<file path="config.mk">
export PLATFORM = sky130hd
export DESIGN_NAME = three_parallel_crc_flat
export DESIGN_NICKNAME = d
export VERILOG_FILES = /design/src/rtl/three_parallel_crc_if.sv /design/src/rtl/three_parallel_crc.sv /design/src/flat_wrapper.sv
export SDC_FILE = /design/constraint.sdc
export NUM_CORES = 1
export LEC_CHECK = 0
export ABC_AREA = 1
export CAP_MARGIN = 20
export CORE_MARGIN = 1.5
export CORE_UTILIZATION = 47
export CTS_CLUSTER_DIAMETER = 150
export DETAILED_ROUTE_END_ITERATION = 7
export GPL_TIMING_DRIVEN = 0
export PLACE_DENSITY = 0.78
export SETUP_SLACK_MARGIN = 0.4
export SKIP_LAST_GASP = 1
export SYNTH_ARGS = -nofsm -noshare
export SYNTH_HDL_FRONTEND = slang
export SYNTH_SLANG_ARGS = --single-unit
</file>
<file path="constraint.sdc">
create_clock -name clk -period 2.8 [get_ports clk]
set_clock_uncertainty 0.15 [all_clocks]
set_input_delay 0.42 -clock clk [delete_from_list [all_inputs] [get_ports clk]]
set_output_delay 0.42 -clock clk [all_outputs]
set_load 0.005 [all_outputs]
</file>
<file path="src/rtl/three_parallel_crc_if.sv">
// Message/result bundle for the 3-parallel CRC block.
// The mismatch signal exists only when CRC_SERIAL_CHECK_EN is defined.
interface three_parallel_crc_if #(
  parameter int MSG_W = 9,
  parameter int CRC_W = 9
);
  // No valid/ready: reset is the start strobe, data_in is held static from
  // the reset edge until done rises, and data_out is final while done=1.
  logic [MSG_W-1:0] data_in;
  logic [CRC_W-1:0] data_out;
  logic             done;
`ifdef CRC_SERIAL_CHECK_EN
  logic             mismatch;

  modport master (output data_in, input data_out, input done, input mismatch);
  modport slave  (input data_in, output data_out, output done, output mismatch);
`else
  modport master (output data_in, input data_out, input done);
  modport slave  (input data_in, output data_out, output done);
`endif
endinterface

</file>
<file path="src/rtl/three_parallel_crc.sv">
// 3-way unfolded CRC generator for g(y) = 1 + y + y^8 + y^9, MSB first.
// Optional macro CRC_SERIAL_CHECK_EN adds a bit-serial golden LFSR and sticky mismatch flag.
module three_parallel_crc #(
  parameter int               MSG_W = 9,
  parameter int               PAR   = 3,
  parameter int               CRC_W = 9,
  parameter logic [CRC_W-1:0] POLY  = 9'h103
) (
  input  logic                 clk,
  input  logic                 reset,
  three_parallel_crc_if.slave  bus
);

  localparam int               STEPS   = MSG_W / PAR;
  localparam int               K_W     = $clog2(STEPS + 1);
  localparam logic [K_W-1:0]   STEPS_K = K_W'(STEPS);

  // One serial LFSR step; unrolled PAR times below into flat XOR equations.
  function automatic logic [CRC_W-1:0] lfsr_step(input logic [CRC_W-1:0] s,
                                                 input logic             b);
    logic fb;
    fb = b ^ s[CRC_W-1];
    return {s[CRC_W-2:0], 1'b0} ^ (fb ? POLY : '0);
  endfunction

  logic [CRC_W-1:0] r;
  logic [CRC_W-1:0] r_next;
  logic [K_W-1:0]   k;
  logic             done_q;
  logic [PAR-1:0]   chunk;

  always_comb begin
    chunk = '0;
    if (k < STEPS_K)
      chunk = PAR'(bus.data_in >> (MSG_W - PAR * (int'(k) + 1)));
    r_next = r;
    for (int i = PAR - 1; i >= 0; i--)
      r_next = lfsr_step(r_next, chunk[i]);
  end

  // Once k hits STEPS the state freezes until the next reset.
  always_ff @(posedge clk) begin
    if (reset) begin
      r      <= '0;
      k      <= '0;
      done_q <= 1'b0;
    end else if (k < STEPS_K) begin
      r      <= r_next;
      k      <= k + 1'b1;
      done_q <= (k == STEPS_K - 1'b1);
    end
  end

  assign bus.data_out = r;
  assign bus.done     = done_q;

`ifdef CRC_SERIAL_CHECK_EN
  localparam int             J_W   = $clog2(MSG_W + 1);
  localparam logic [J_W-1:0] MSG_J = J_W'(MSG_W);

  logic [CRC_W-1:0] s_r;
  logic [J_W-1:0]   j;
  logic             ser_bit;
  logic             mismatch_q;

  always_comb begin
    ser_bit = 1'b0;
    if (j < MSG_J)
      ser_bit = 1'(bus.data_in >> (MSG_W - 1 - int'(j)));
  end

  always_ff @(posedge clk) begin
    if (reset) begin
      s_r        <= '0;
      j          <= '0;
      mismatch_q <= 1'b0;
    end else begin
      if (j < MSG_J) begin
        s_r <= lfsr_step(s_r, ser_bit);
        j   <= j + 1'b1;
      end
      if (j == MSG_J && done_q && s_r != r)
        mismatch_q <= 1'b1;
    end
  end

  assign bus.mismatch = mismatch_q;
`endif

endmodule

</file>
<file path="src/flat_wrapper.sv">
// flat-port wrapper written by rule: the top's interface ports become plain ports
module three_parallel_crc_flat 
#(
  parameter int               MSG_W = 9,
  parameter int               PAR   = 3,
  parameter int               CRC_W = 9,
  parameter logic [CRC_W-1:0] POLY  = 9'h103
)
  (clk, reset, bus_data_in, bus_data_out, bus_done);
  three_parallel_crc_if #(.MSG_W(MSG_W), .CRC_W(CRC_W)) bus_i ();
  input  logic clk;
  input  logic reset;
  input wire logic [$bits(bus_i.data_in)-1:0] bus_data_in;
  output wire logic [$bits(bus_i.data_out)-1:0] bus_data_out;
  output wire logic [$bits(bus_i.done)-1:0] bus_done;
  assign bus_i.data_in = bus_data_in;
  assign bus_data_out = bus_i.data_out;
  assign bus_done = bus_i.done;
  three_parallel_crc #(.MSG_W(MSG_W), .PAR(PAR), .CRC_W(CRC_W), .POLY(POLY)) u_core (.clk(clk), .reset(reset), .bus(bus_i));
endmodule
</file>
==> results by group <==
Status
  – Status: complete, no violations

Timing
  – Slew HR: 83.27%
  – Crit share post-route: 78.99%
  – Worst hold slack: 0.3532 ns
  – Hold Fails Final Rpt: 0
  – Slew @ Worst Pin: 0.2500 ns
  – Endpoints failing setup: 0
  – Final TNS setup: 0 ns
  – Fmax achieved: 0.4521 GHz
  – RSZ-0062 raised after global routing: false
  – Max Transition Viols Final: 0
  – Fin crit period: 2.212 ns

Route
  – Vias per inst: 5.335
  – Initial DRC Count: 13
  – Final ANT Viol Nets: 0
  – Drt pass-1 iters: 4
  – Final wirelength: 1.878 mm
  – Total number of vias: 827
  – DRC: 0
  – Routed wire per std cell: 12.12 µm

Worst setup path
  – Nature of the critical path endpoint: flop
  – Arrival time at the worst endpoint: 2.25 ns
  – Worst-path fanout max: 10
  – FF-to-FF path depth: 18
  – Crit Path Class: flop to flop
  – Critical path data required time: 2.84 ns
  – Flop2flop setup slack: 0.59 ns
  – Worst setup SP type: flop

Clock tree
  – CTS root buf: clkbuf_4
  – Clock Sinks: 12
  – CTS tree: built
  – # Post-CTS Setup Buffers: 0
  – Worst-path clk slew: 0.08 ns
  – Depth of the CTS H-tree: 1
  – Clock Path Buffers: 2
  – Worst-Skew Late Latency: 0.28 ns
  – CTS buffer count: 3

Power
  – Sw Share: 39.22%
  – Pwr Density: 793.4 mW/mm²
  – Tot Pwr: 851.7 µW
  – NetSw: 334.1 µW
  – Gate power share: 53.0%
  – Clk pwr share: 16.7%
  – Internal cell power: 517.7 µW
  – VDD IR-drop max: 0.0004435 V
  – Reg power frac: 30.2%
  – Leakage power: 0.0005338 µW

Layout
  – Fillers: 138
  – Most common cell after layout, fill and taps aside: nand2_1
  – Non-filler cells in the finished layout: 155
  – Layout cells sized above 1: 18.71%
  – Multi-input logic area: 437.9 µm²
  – Area Overhead vs Synth: 34.48%
  – Ant diodes: 0
  – Commonest cells after routing, fill and taps aside: nand2_1, clkdlybuf4s50_1, inv_1
  – Reg area: 244.0 µm²
  – Fin nets: 153

Die
  – Initial Util: 51.79%
  – Row cnt: 14
  – I/O pin count: 21
  – Die W: 44.21 µm
  – DIE HEIGHT: 44.21 µm
  – Die area: 0.001955 mm²
  – Core area: 0.001541 mm²

Synth
  – Post-synth net total: 128
  – Mapped Cells: 115
  – Yosys reg bits: 12
  – Seq/Total Area, Yosys: 30.09%
  – Yosys cell types: 22
  – Mapped Area: 798.3 µm²
  – Avg Inst Size Synth: 6.941 µm²
  – Synth warnings: 0

GRT
  – Pin count of the biggest net entering global routing: 11
  – Vias in the first global route: 732
  – Antenna violations before repair: 0
  – First-pass GRT wire length: 3.008 mm
  – Overall Global Routing Usage: 20.44%
  – GRT overflow: 0

Min path
  – Hold-critical path depth: 2
  – Hold Path Class: flop to flop

Placement
  – Placed Instances: 151
  – Dpl hpwl: 1.400 mm
  – GPL Wtd Cong: 0.7931
  – Port Buf Inserts: 20

Run
  – MaxCap Viol Count: 0
-- flip-flops by register name (all words and copies together) (netlist names) --
signal	count
u_core.bus.done	1
u_core.k	2
u_core.bus.data_out	9
-- layout make-up --
type / instances / share of cell area [%]
multi-input cells: 78 / 40.79
plain buffers: 8 / 6.643
flip-flops and latches: 12 / 22.73
well taps: 16 / 1.865
clock buffers: 4 / 3.380
inverters: 17 / 5.944
repair buffers: 20 / 18.65
-- critical path: stages, from the launching register on --
cell	delay (ns)
dfxtp_4	0.39
inv_2	0.05
buf_6	0.14
ha_4	0.30
inv_1	0.08
nand2_2	0.09
o21ai_2	0.05
nand2_1	0.06
o211ai_2	0.09
nand2_1	0.11
nand2_1	0.09
nand2_2	0.09
inv_1	0.04
nand2_1	0.07
nand2_1	0.08
nand2_1	0.07
nand3_1	0.07
nand2_1	0.07
inv_1	0.03
-- layer usage --
metal	track usage, %	up-vias	part of all wire [%]
met3	3.673	2	5.3
met1	25.63	376	45
met4	5.455	0	1.0
met2	35.88	29	49
met5	0	-	0
li1	-	420	-
-- Yosys cell counts, drive strengths merged --
library cell	number	share of area, %
o21ai	10	6.7
ha	2	3.1
o221ai	1	1.1
nor2	13	7.1
buf	8	8.9
o211ai	2	2.5
a21oi	7	4.4
nand3	12	9.4
inv	17	8.0
nand2	25	13
dfxtp	12	30
o2111ai	2	2.2
xor2	2	2.2
nand4	2	1.6
-- stage by stage --
step | area, µm² | utilization, % | setup WS (ns)
after floorplan | 798.3 | - | 0.6522
after global routing | 1074 | 69.64 | 0.4490
after detailed placement | 1018 | 66.07 | 0.3697
final | 1074 | 69.64 | 0.5882
after global placement | 1018 | 66.07 | 0.4538
after CTS | 1056 | 68.51 | 0.4297
-- cell families (layout without fill, tap and decap cells) --
group | after synthesis | after routing | synth area share (%)
AO/OA/AOI/OAI | 22 | 22 | 16.93
XOR/XNOR | 2 | 2 | 2.195
adder cells (fa/ha/maj) | 2 | 2 | 3.134
buffers and inverters | 25 | 49 | 16.93
flip-flops | 12 | 12 | 30.09
AND/OR/NAND/NOR | 52 | 52 | 30.72
-- final timing paths --
kind | startpoint | endpoint
hold reg to reg | u_core.bus.data_out[5] | u_core.bus.data_out[5]
hold / removal | u_core.bus.data_out[5] | u_core.bus.data_out[5]
setup reg to reg | u_core.k[0] | u_core.bus.data_out[8]
setup / recovery | u_core.k[0] | u_core.bus.data_out[8]
-- timing repair --
item,in CTS,in global routing
cloned,0,0
setup endpoints to repair,2,2
endpoints found under the hold margin,0,0
pin swaps,0,0
hold buffers,0,0
gates resized for setup,1,4
-- power groups by stage --
stage	clock network (µW)	logic, µW	registers (µW)
6_report	142	452	258
5_1_grt	150	501	263
4_1_cts	144	441	255
3_5_place_dp	0	436	258
3_3_place_gp	0	421	256
2_1_floorplan	0	290	253
Power figures use the tool's default switching activity.
